File: src/rtl/cache_mem_arbiter.sv
// rtl/cache_mem_arbiter.sv - single-ported RAM arbiter for icache/dcache requests
// dcache has priority and keeps the grant while it keeps requesting.
module cache_mem_arbiter #(
  parameter int TIMEOUT = 255,
  parameter int ADDR_W  = 32
) (
  input  logic              CLK,
  input  logic              nRST,
  input  logic              iREN,
  input  logic [ADDR_W-1:0] iaddr,
  output logic              iwait,
  output logic [ADDR_W-1:0] iload,
  input  logic              dREN,
  input  logic              dWEN,
  input  logic [ADDR_W-1:0] daddr,
  input  logic [ADDR_W-1:0] dstore,
  output logic              dwait,
  output logic [ADDR_W-1:0] dload,
  output logic              ramREN,
  output logic              ramWEN,
  output logic [ADDR_W-1:0] ramaddr,
  output logic [ADDR_W-1:0] ramstore,
  input  logic [ADDR_W-1:0] ramload,
  input  logic [1:0]        ramstate,
  output logic              mem_err,
  output logic [15:0]       xfer_cnt
);

  localparam int TW = (TIMEOUT < 2) ? 1 : $clog2(TIMEOUT + 1);
  localparam logic [TW-1:0] TMO_MAX  = TW'(TIMEOUT);
  localparam logic [TW-1:0] TMO_LAST = TW'(TIMEOUT - 1);
  localparam logic [1:0] RS_ACCESS = 2'd2;
  localparam logic [1:0] RS_ERROR  = 2'd3;

  typedef enum logic [1:0] {IDLE, DGNT, IGNT} state_t;

  state_t        state, state_next;
  logic [TW-1:0] tmo_cnt;
  logic          dreq;
  logic          active;
  logic          done;

  assign dreq  = dREN | dWEN;
  assign iload = ramload;
  assign dload = ramload;

  always_comb begin
    state_next = state;
    active     = 1'b0;
    done       = 1'b0;
    ramREN     = 1'b0;
    ramWEN     = 1'b0;
    ramaddr    = '0;
    ramstore   = '0;
    iwait      = 1'b1;
    dwait      = 1'b1;
    case (state)
      DGNT: begin
        active   = dreq;
        ramWEN   = dWEN;
        ramREN   = dREN & ~dWEN;
        ramaddr  = daddr;
        ramstore = dstore;
      end
      IGNT: begin
        active  = iREN;
        ramREN  = iREN;
        ramaddr = iaddr;
      end
      default: ;
    endcase
    done = active && (ramstate == RS_ACCESS);
    if (done && state == DGNT) dwait = 1'b0;
    if (done && state == IGNT) iwait = 1'b0;
    // Completion, withdrawal and idle all re-arbitrate with the same priority.
    if (!active || done) begin
      if (dreq)      state_next = DGNT;
      else if (iREN) state_next = IGNT;
      else           state_next = IDLE;
    end
  end

  always_ff @(posedge CLK or negedge nRST) begin
    if (!nRST) state <= IDLE;
    else       state <= state_next;
  end

  always_ff @(posedge CLK or negedge nRST) begin
    if (!nRST) begin
      tmo_cnt  <= '0;
      mem_err  <= 1'b0;
      xfer_cnt <= '0;
    end else begin
      if (done) xfer_cnt <= xfer_cnt + 16'd1;
      if (active && !done) begin
        if (tmo_cnt != TMO_MAX) tmo_cnt <= tmo_cnt + TW'(1);
        if (tmo_cnt >= TMO_LAST) mem_err <= 1'b1;
      end else begin
        tmo_cnt <= '0;
      end
      if (state != IDLE && ramstate == RS_ERROR) mem_err <= 1'b1;
    end
  end

endmodule

File: config.mk
export PLATFORM = sky130hd
export DESIGN_NAME = cache_mem_arbiter
export DESIGN_NICKNAME = d
export VERILOG_FILES = /design/src/rtl/cache_mem_arbiter.sv
export SDC_FILE = /design/constraint.sdc
export NUM_CORES = 1
export LEC_CHECK = 0
export ABC_AREA = 1
export BUFFER_PORTS_ARGS = -buffer_cell sky130_fd_sc_hd__buf_4
export CAP_MARGIN = 20
export CELL_PAD_IN_SITES_DETAIL_PLACEMENT = 2
export CELL_PAD_IN_SITES_GLOBAL_PLACEMENT = 2
export CORE_MARGIN = 1.5
export CORE_UTILIZATION = 14
export DETAILED_ROUTE_END_ITERATION = 10
export PLACE_DENSITY = 0.74
export SYNTH_ARGS = -nofsm -noshare
export SYNTH_HDL_FRONTEND = slang
export SYNTH_SLANG_ARGS = --single-unit
File: constraint.sdc
create_clock -name CLK -period 1.8 [get_ports CLK]
set_clock_uncertainty 0.2 [all_clocks]
set_input_delay 0.27 -clock CLK [delete_from_list [all_inputs] [get_ports CLK]]
set_output_delay 0.27 -clock CLK [all_outputs]
set_load 0.03 [all_outputs]
==> flow_summary.toml <==
[floorplan]
start_util = 0.143
rows = 52
dieArea_um2 = 21600
core_um2 = 20200
ios = 284
dieWidth_um = 147
fp.dieH_um = 147

[cts]
clk_pin_slew_worst_paths_ns = 0.07
clock_latency_ns = 0.27
htreeDepth = 1
cts_sinks = 27
cts-buffers-inserted = 3
cts_root_buf = "clkbuf_16"
clk_path_buf_depth = 2
cts_tree = "yes"

[critical_path]
r2r_start = "state[0]"
crit_path_end_kind = "primary output"
crit_start = "state[0]"
critPathMaxFanout = 7
crit_arrival_ns = 1.65
crit_path_start_kind = "register"
worstSetupPathType = "register to primary output"
cp.required_ns = 1.33

[detailed_routing]
wirelength_mm = 14.6
via_per_inst = 3.95
route.detailed.drc = 0
ant_nets = 0
wl_per_cell_um = 16.2
via_count = 3565
firstDrtPassIters = 4
drtIter0Drc = 45

[power_and_ir_drop]
seqPwrFrac = 0.106
power.density_nw_per_um2 = 1200
max-vdd-ir-drop_v = 0.000491
pwr-share-clk = 0.075
leakage_nw = 2.85
combPwrFrac = 0.819
p_int_mw = 3.70
switching_share = 0.486
p_switching_mw = 3.50
fin_total_pwr_mw = 7.21

[synth]
synth_cell_types = 28
synth-seq-cells = 27
seq_area_frac_synth = 0.233
ys_warn_count = 0
netlist_top_cells_area = "dfrtp_1 23%, nand2_1 22%, buf_4 17%"
synth_area_leader_cell = "dfrtp_1"
synth_cells = 467
yosys.area.top_type_share = 0.233
netlist_area_um2 = 2900
avgSynthCellArea_um2 = 6.20
syn-num-nets = 609

[placed_design]
portBuffers = 187
dpl.hpwl_mm = 10.4
gp_congestion = 0.744

[sta]
setup_slack_ns = -0.320
holdWs_ns = 0.0391
post-route-period-util = 1.18
tightestPinTransition_ns = 0.396
tns_ns = -16.32
setup_viol = 74
fmax_mhz = 472
maxSlewViolCount = 0
rsz0062_at_grt = "true"
max_slew_margin = 0.736
fin_crit_ns = 2.12
finalHoldViolCount = 0

[cells_and_area]
syn_to_final_growth_pct = 108
num_antenna_cells = 0
drive_gt1_frac = 0.664
fin_nets = 776
final_core_util = 0.298

[grt]
grt_pass1_wl_mm = 22.5
grt_pass1_vias = 4029
grt_overflow = 0
grt_start_max_net_pins = 28
track_usage = 0.132
grt_antenna_before_repair = 0

[min_path]
worstHoldStart = "ramstate[0]"
worst_hold_path_type = "input pin to register"

[outcome]
violations = "setup timing"
status = "complete, but fails checks"

[run]
max_cap_viol_count = 0
power groups by stage:
stage	Sequential [mW]	Clock, mW	Combinational, mW
after floorplan	0.859	0	2.77
after global placement	0.758	0	4.24
after detailed placement	0.765	0	4.32
after CTS	0.755	0.570	5.81
after global routing	0.773	0.586	6.22
final	0.762	0.543	5.90
cells in the mapped netlist:
| master | instances |
|---|---|
| a21boi_0 | 1 |
| a21oi_1 | 39 |
| buf_1 | 3 |
| buf_2 | 2 |
| buf_4 | 65 |
| buf_6 | 2 |
| clkbuf_1 | 8 |
| dfrtp_1 | 27 |
| ha_1 | 7 |
| inv_1 | 60 |
| inv_2 | 3 |
| nand2_1 | 173 |
| nand2_2 | 2 |
| nand2_4 | 2 |
| nand3_1 | 12 |
| nand3_2 | 4 |
| nand3b_1 | 1 |
| nand4_1 | 7 |
| nor2_1 | 20 |
| nor2_2 | 5 |
| nor2_4 | 2 |
| nor2_8 | 1 |
| nor3_1 | 2 |
| o21ai_0 | 6 |
| o21ai_1 | 4 |
| xnor2_1 | 4 |
| xnor2_2 | 1 |
| xor2_1 | 4 |
final timing paths:
path	end	slack, ns	depth (start not counted)
worst min register to register	mem_err	0.30	2
max in group asynchronous	tmo_cnt[4]	0.84	2
worst max-delay path	ramaddr[27]	-0.32	7
min in group asynchronous	xfer_cnt[6]	0.26	2
worst min-delay path	mem_err	0.04	3
worst max register to register	xfer_cnt[5]	-0.06	10
worst max-delay path, stage by stage (launching register included):
cell and delay [ns]:
dfrtp_1 0.38, inv_2 0.08, ha_4 0.29, clkinv_4 0.07, buf_12 0.15, buf_12 0.14, a21oi_4 0.12, buf_6 0.15
flip-flops by register name (all words and copies together), names as in the netlist:
name      cells
tmo_cnt       8
xfer_cnt     16
state         2
mem_err       1
layout by cell type (no fill, tap or decap), types with 10 or more instances in the layout:
cell type  count
nand3_1       10
a21oi_4       32
nand2_1       99
buf_6         83
inv_1         31
inv_2         29
nand2_4       30
nor2_1        16
buf_12        15
buf_4        135
dfrtp_1       27
nand2_2       47
per-stage QoR:
step | worst slack, ns | cells | instance area [um^2]
6_report | -0.320 | 903 | 6020
4_1_cts | -0.344 | 900 | 5860
3_5_place_dp | -0.189 | 873 | 4800
5_1_grt | -0.382 | 903 | 6020
3_3_place_gp | -0.101 | 873 | 4800
2_1_floorplan | -0.0670 | 467 | 3320
layer usage:
metal  part of all wire  vias to the layer above  global-route usage
met4             0.0060                        0              0.0131
met1               0.37                     1722               0.145
met3              0.072                       14              0.0307
met5                  0                        -                   0
met2               0.56                      141               0.260
li1                   -                     1688                   -
logic make-up after synthesis:
kind of cell | count (synthesis) | share of synthesized area
xor+xnor | 9 | 0.0298
compound gates | 50 | 0.0873
fa+ha+maj | 7 | 0.0302
flops | 27 | 0.233
simple gates | 231 | 0.344
buf+inv | 143 | 0.276
cell type report:
type                            count  area, um^2
Multi-Input combinational cell    297        2260
Fill cell                        2275       14200
Inverter                           63         249
Clock buffer                        3        75.1
Clock inverter                      1        7.51
Tap cell                          270         338
Timing Repair Buffer              242        2420
Sequential cell                    27         676
repair_timing:
item                                    CTS  global route
pin swaps                                18            21
gates cloned                              6             0
resized for setup                       195            71
hold endpoints to repair                 27             0
hold buffers                              1             0
setup buffers                            18             9
endpoints found under the setup margin   91            92
No activity file was read; power rests on OpenSTA's default activity.
